$ cat src/rtl/thresh_preset_applier.sv
// rtl/thresh_preset_applier.sv - settles on a selected threshold preset and writes it to the ACL driver
`timescale 1ns/1ps
module thresh_preset_applier #(
  parameter int unsigned parm_settle_cycles = 20000,
  parameter int unsigned parm_ack_timeout   = 2000000
) (
  input  logic        i_clk_20mhz,
  input  logic        i_rstn_20mhz,
  input  logic [3:0]  i_value_enum,
  input  logic [15:0] i_value_thresh,
  input  logic [15:0] i_value_timer,
  input  logic        i_wr_ack,
  output logic        o_wr_req,
  output logic        o_wr_sel,
  output logic [15:0] o_wr_data,
  output logic [3:0]  o_applied_enum,
  output logic        o_apply_done,
  output logic        o_busy,
  output logic        o_wr_err
);

  typedef enum logic [2:0] {
    ST_IDLE,
    ST_SETTLE,
    ST_WR_THR,
    ST_GAP,
    ST_WR_TMR,
    ST_DONE
  } state_t;

  localparam logic [23:0] SETTLE_LAST = 24'(parm_settle_cycles - 1);
  localparam logic [23:0] ACK_LAST    = 24'(parm_ack_timeout - 1);

  state_t      state, state_nxt;
  logic [3:0]  s_enum_seen;
  logic [3:0]  s_hold_enum;
  logic [15:0] s_hold_tmr;
  logic [23:0] s_cnt;

  logic enum_chg, settle_end, ack_end;
  logic load_seen, cnt_clr, cnt_inc, capture, start_tmr, set_err, finish;

  assign enum_chg   = (i_value_enum != s_enum_seen);
  assign settle_end = (s_cnt == SETTLE_LAST);
  assign ack_end    = (s_cnt == ACK_LAST);

  always_comb begin
    state_nxt = state;
    load_seen = 1'b0;
    cnt_clr   = 1'b0;
    cnt_inc   = 1'b0;
    capture   = 1'b0;
    start_tmr = 1'b0;
    set_err   = 1'b0;
    finish    = 1'b0;
    case (state)
      ST_IDLE: begin
        if (enum_chg) begin
          load_seen = 1'b1;
          cnt_clr   = 1'b1;
          state_nxt = ST_SETTLE;
        end
      end
      ST_SETTLE: begin
        if (enum_chg) begin
          load_seen = 1'b1;
          cnt_clr   = 1'b1;
        end else if (settle_end) begin
          capture   = 1'b1;
          cnt_clr   = 1'b1;
          state_nxt = ST_WR_THR;
        end else begin
          cnt_inc = 1'b1;
        end
      end
      ST_WR_THR: begin
        if (i_wr_ack) begin
          cnt_clr   = 1'b1;
          state_nxt = ST_GAP;
        end else if (ack_end) begin
          set_err   = 1'b1;
          state_nxt = ST_IDLE;
        end else begin
          cnt_inc = 1'b1;
        end
      end
      ST_GAP: begin
        start_tmr = 1'b1;
        state_nxt = ST_WR_TMR;
      end
      ST_WR_TMR: begin
        if (i_wr_ack) begin
          cnt_clr   = 1'b1;
          finish    = 1'b1;
          state_nxt = ST_DONE;
        end else if (ack_end) begin
          set_err   = 1'b1;
          state_nxt = ST_IDLE;
        end else begin
          cnt_inc = 1'b1;
        end
      end
      ST_DONE: state_nxt = ST_IDLE;
      default: state_nxt = ST_IDLE;
    endcase
  end

  // Reset lands in SETTLE with enum_seen=0 so the preset present at release is always applied once.
  always_ff @(posedge i_clk_20mhz or negedge i_rstn_20mhz) begin
    if (!i_rstn_20mhz) state <= ST_SETTLE;
    else               state <= state_nxt;
  end

  // o_wr_data doubles as the held threshold; it is loaded with the capture and kept until the timer write.
  always_ff @(posedge i_clk_20mhz or negedge i_rstn_20mhz) begin
    if (!i_rstn_20mhz) begin
      s_enum_seen    <= '0;
      s_hold_enum    <= '0;
      s_hold_tmr     <= '0;
      s_cnt          <= '0;
      o_wr_sel       <= 1'b0;
      o_wr_data      <= '0;
      o_applied_enum <= '0;
      o_wr_err       <= 1'b0;
    end else begin
      if (load_seen) s_enum_seen <= i_value_enum;
      if (cnt_clr)      s_cnt <= '0;
      else if (cnt_inc) s_cnt <= s_cnt + 24'd1;
      if (capture) begin
        s_hold_enum <= i_value_enum;
        s_hold_tmr  <= i_value_timer;
        o_wr_sel    <= 1'b0;
        o_wr_data   <= i_value_thresh;
      end
      if (start_tmr) begin
        o_wr_sel  <= 1'b1;
        o_wr_data <= s_hold_tmr;
      end
      if (finish) o_applied_enum <= s_hold_enum;
      if (set_err)     o_wr_err <= 1'b1;
      else if (finish) o_wr_err <= 1'b0;
    end
  end

  assign o_wr_req     = (state == ST_WR_THR) || (state == ST_WR_TMR);
  assign o_apply_done = (state == ST_DONE);
  assign o_busy       = (state != ST_IDLE);

endmodule

$ cat config.mk
export PLATFORM = sky130hd
export DESIGN_NAME = thresh_preset_applier
export DESIGN_NICKNAME = d
export VERILOG_FILES = /design/src/rtl/thresh_preset_applier.sv
export SDC_FILE = /design/constraint.sdc
export NUM_CORES = 1
export LEC_CHECK = 0
export ABC_AREA = 1
export BUFFER_PORTS_ARGS = -buffer_cell sky130_fd_sc_hd__buf_2
export CAP_MARGIN = 30
export CORE_ASPECT_RATIO = 1.1
export CORE_UTILIZATION = 55
export CTS_CLUSTER_SIZE = 28
export DETAILED_ROUTE_END_ITERATION = 10
export PLACE_DENSITY = 0.76
export SLEW_MARGIN = 20
export SYNTH_ARGS = -nofsm -noshare
export SYNTH_HDL_FRONTEND = slang
export SYNTH_SLANG_ARGS = --single-unit
$ cat constraint.sdc
create_clock -name i_clk_20mhz -period 4.4 [get_ports i_clk_20mhz]
set_input_delay 0.88 -clock i_clk_20mhz [delete_from_list [all_inputs] [get_ports i_clk_20mhz]]
set_output_delay 0.88 -clock i_clk_20mhz [all_outputs]
set_load 0.01 [all_outputs]
==> run summary <==
Run status
• **status** finished with violations
• **failing checks** DRC

Critical path
• **type of destination of the critical path** flip-flop
• **critical-path maximum fanout** 32
• **required time at the worst-slack endpoint** 4690 ps
• **slowest cell on the critical path** sky130_fd_sc_hd__nand3_2
• **Crit path largest cell delay** 550 ps
• **cells traversed along the worst timing path** ha_1 -> nand3_2 -> nor2_1 -> nand4_1 -> nor2_1 -> nand3_2 -> nand2_2 -> nand2_1 -> nand2_1
• **worst endpoint data arrival time** 2980 ps
• **nature of the critical path startpoint** flip-flop
• **kind of critical path** flip-flop to flip-flop

Floorplanning
• **die outline width** 84.4 µm
• **CORE AREA** 7130 µm²
• **Die H** 92.7 µm
• **starting density of the core** 57.7%
• **placement row count** 32
• **count of pins on the block boundary** 64
• **full die area** 7820 µm²

Job
• **max cap viols** 0

Yosys
• **flop and latch count out of synthesis** 73
• **share of cell area taken by muxes after synthesis** 0%
• **XOR/XNOR share of the synthesized area** 3.41%
• **largest family of logic cells by synthesized area** simple AND/OR/NAND/NOR gates
• **combined area of all synthesized cells** 4110 µm²
• **sequential area share after synthesis** 44.5%
• **area share of and/or/nand/nor cells after synthesis** 42.5%
• **synthesized netlist net count** 646
• **number of instances in the synthesized netlist** 606
• **area fraction in compound gates after synthesis** 1.80%
• **Avg Inst Size Synth** 6.78 µm²
• **count of cell types in the netlist** 25
• **fraction of the mapped netlist area in adder cells** 0.305%
• **Yosys warnings** 0

Timing
• **actual slew at the worst max-slew pin** 690 ps
• **Clock Skews** 9.42 ps
• **setup TNS after final layout** 0 ps
• **shortest period the worst path allows** 2690 ps
• **total of endpoints with negative setup slack in the final report** 0
• **setup repair after global routing missed its margin** false
• **Final period util** 61.2%
• **number of hold-slack violations in the final timing report** 0
• **Highest Clock Rate** 371 MHz
• **final slew viol count** 0
• **Max transition margin** 53.9%

Clock tree
• **TritonCTS clock tree** yes
• **Post-CTS Setup Bufs** 0
• **number of clock sinks seen by CTS** 73
• **post-cts repair resize count** 0
• **worst skew pair latency** 350 ps
• **number of buffers on the longest clock path** 2
• **number of buffers created by CTS** 9
• **deepest level of the CTS H-tree** 3
• **number of buffers added to fix hold violations after cts** 0
• **cell chosen for the clock root** sky130_fd_sc_hd__clkbuf_8
• **Clk pin slew, worst setup/hold paths** 80 ps

GRT
• **antenna violations before repair** 0
• **via count of the first global-routing pass** 3518
• **global-route usage over all layers** 25.1%
• **maximum number of pins on one net before global-route repair** 74
• **grt ovf** 0
• **global-route wire length before repair** 15800 µm

Drt
• **DRT Wirelength** 9260 µm
• **first-iteration detailed-routing DRC count** 261
• **total via count in the routed design** 3843
• **number of iterations in the first detailed-routing pass** 8
• **count of antenna-violating nets left after detailed routing** 0
• **number of design rule violations left after detail routing** 2
• **Avg WL per Cell** 12.3 µm
• **via density per instance** 5.10

Min path
• **worst hold path class** input port to async pin

Placement
• **routability-driven placement congestion ratio** 0.921
• **port buffer count** 63
• **Detailed Place HPWL** 6260 µm
• **DP Cell Count** 735

Power and ir drop
• **Internal Pwr Total** 0.980 mW
• **net switching share of the total power** 25.8%
• **Net Sw Power** 0.340 mW
• **static leakage power** 2.59 nW
• **logic gate share of total power** 7.4%
• **total power density per cell area** 281 nW/µm²
• **worst vdd rail ir drop** 0.000193 V
• **clock network fraction of total power** 40.8%
• **share of power burned in registers** 51.9%

Layout
• **number of nets in the final layout** 703
• **area occupied by multi-input gates** 1970 µm²
• **leading cell type in the layout, fill and taps excluded** sky130_fd_sc_hd__nand2_1
• **top library cells by usage in the layout, fill and taps aside** sky130_fd_sc_hd__nand2_1 (273), sky130_fd_sc_hd__nand3_1 (80), sky130_fd_sc_hd__dfrtp_1 (72)
• **final instance count without filler cells** 753
• **layout cell share with drive strength beyond 1** 15.0%
• **filler instances** 657
• **ant diodes** 0
• **Layout area overhead** 14.6%
• **area used by sequential logic in the layout** 1830 µm²
• **fin util** 66.0%

[power by group through the flow]
| stage | combinational, mW | sequential [mW] | clock [mW] |
|---|---|---|---|
| after floorplan | 0.0482 | 0.698 | 0 |
| after global placement | 0.0881 | 0.698 | 0 |
| after detailed placement | 0.0898 | 0.698 | 0 |
| after CTS | 0.0899 | 0.685 | 0.546 |
| after global routing | 0.111 | 0.686 | 0.577 |
| final | 0.0972 | 0.685 | 0.538 |
[area by class of cell]
class	count	share of cell area, %
clock buffers	9	2.63
clock inverters	7	1.67
inverters	56	4.47
multi-input cells	456	41.9
flip-flops and latches	73	38.8
well taps	85	2.26
repair buffers	67	8.24
[sequential cells by signal (all words and copies together) (netlist names)]
signal and flops:
s_hold_enum 4, o_wr_data 16, o_applied_enum 4, s_cnt 24, s_hold_tmr 16, s_enum_seen 4
o_wr_sel 1, o_wr_err 1, state 3
[kinds of logic after synthesis]
kind of cell | count (synthesis)
fa+ha+maj | 1
simple gates | 427
compound gates | 12
flops | 73
xor+xnor | 16
buf+inv | 77
[path summary, 6_finish.rpt]
| check | startpoint | to | slack (ps) | cells past startpoint |
|---|---|---|---|---|
| max in group asynchronous | i_rstn_20mhz | state[0] | 3360 | 2 |
| min in group i_clk_20mhz | o_applied_enum[2] | o_applied_enum[2] | 470 | 2 |
| worst min-delay path | i_rstn_20mhz | s_cnt[18] | 440 | 1 |
| worst min register to register | o_applied_enum[2] | o_applied_enum[2] | 470 | 2 |
| worst max-delay path | s_cnt[0] | o_wr_data[8] | 1710 | 9 |
| worst max register to register | s_cnt[0] | o_wr_data[8] | 1710 | 9 |
[cells in the mapped netlist]
| library cell | n | share of area (%) |
|---|---|---|
| sky130_fd_sc_hd__dfrtp_1 | 72 | 44 |
| sky130_fd_sc_hd__ha_1 | 1 | 0.30 |
| sky130_fd_sc_hd__o21ai_0 | 4 | 0.49 |
| sky130_fd_sc_hd__inv_2 | 9 | 0.82 |
| sky130_fd_sc_hd__dfstp_2 | 1 | 0.64 |
| sky130_fd_sc_hd__nand4_1 | 6 | 0.91 |
| sky130_fd_sc_hd__nand3_2 | 2 | 0.49 |
| sky130_fd_sc_hd__xnor2_1 | 2 | 0.43 |
| sky130_fd_sc_hd__o211ai_1 | 1 | 0.18 |
| sky130_fd_sc_hd__xor2_1 | 14 | 3.0 |
| sky130_fd_sc_hd__nor3_1 | 1 | 0.12 |
| sky130_fd_sc_hd__nor2_2 | 1 | 0.15 |
| sky130_fd_sc_hd__a21oi_4 | 1 | 0.40 |
| sky130_fd_sc_hd__clkinv_1 | 2 | 0.18 |
| sky130_fd_sc_hd__nor3_2 | 1 | 0.24 |
| sky130_fd_sc_hd__nand2_1 | 273 | 25 |
| sky130_fd_sc_hd__nand3_1 | 80 | 9.7 |
| sky130_fd_sc_hd__inv_1 | 45 | 4.1 |
| sky130_fd_sc_hd__nand2_2 | 2 | 0.30 |
| sky130_fd_sc_hd__buf_4 | 2 | 0.37 |
| sky130_fd_sc_hd__nor2_1 | 61 | 5.6 |
| sky130_fd_sc_hd__clkbuf_1 | 9 | 0.82 |
| sky130_fd_sc_hd__o21ai_1 | 5 | 0.61 |
| sky130_fd_sc_hd__buf_2 | 10 | 1.2 |
| sky130_fd_sc_hd__a21oi_1 | 1 | 0.12 |
[metal layers]
| layer | vias to the layer above | routed length (µm) | GRT usage [%] |
|---|---|---|---|
| met5 | - | 0 | 0 |
| li1 | 1981 | - | - |
| met2 | 111 | 4290 | 40.8 |
| met1 | 1739 | 4400 | 34.4 |
| met4 | 0 | 159 | 9.04 |
| met3 | 12 | 406 | 3.83 |
[through the flow]
| step | power, mW | setup slack, ps | area [µm²] | hold WS (ps) |
|---|---|---|---|---|
| 2_1_floorplan | 0.747 | 2390 | 4110 | 449 |
| 3_3_place_gp | 0.786 | 1690 | 4450 | 449 |
| 3_5_place_dp | 0.788 | 1590 | 4450 | 456 |
| 4_1_cts | 1.32 | 1710 | 4650 | 475 |
| 5_1_grt | 1.37 | 1440 | 4710 | 463 |
| 6_report | 1.32 | 1710 | 4710 | 436 |
[critical path, delay by kind of cell, from the launching register on]
kind | cells | cell delay [ps]
flip-flops | 1 | 450
AND/OR/NAND/NOR | 8 | 1830
adder cells (fa/ha/maj) | 1 | 320
Power figures use the tool's default switching activity.
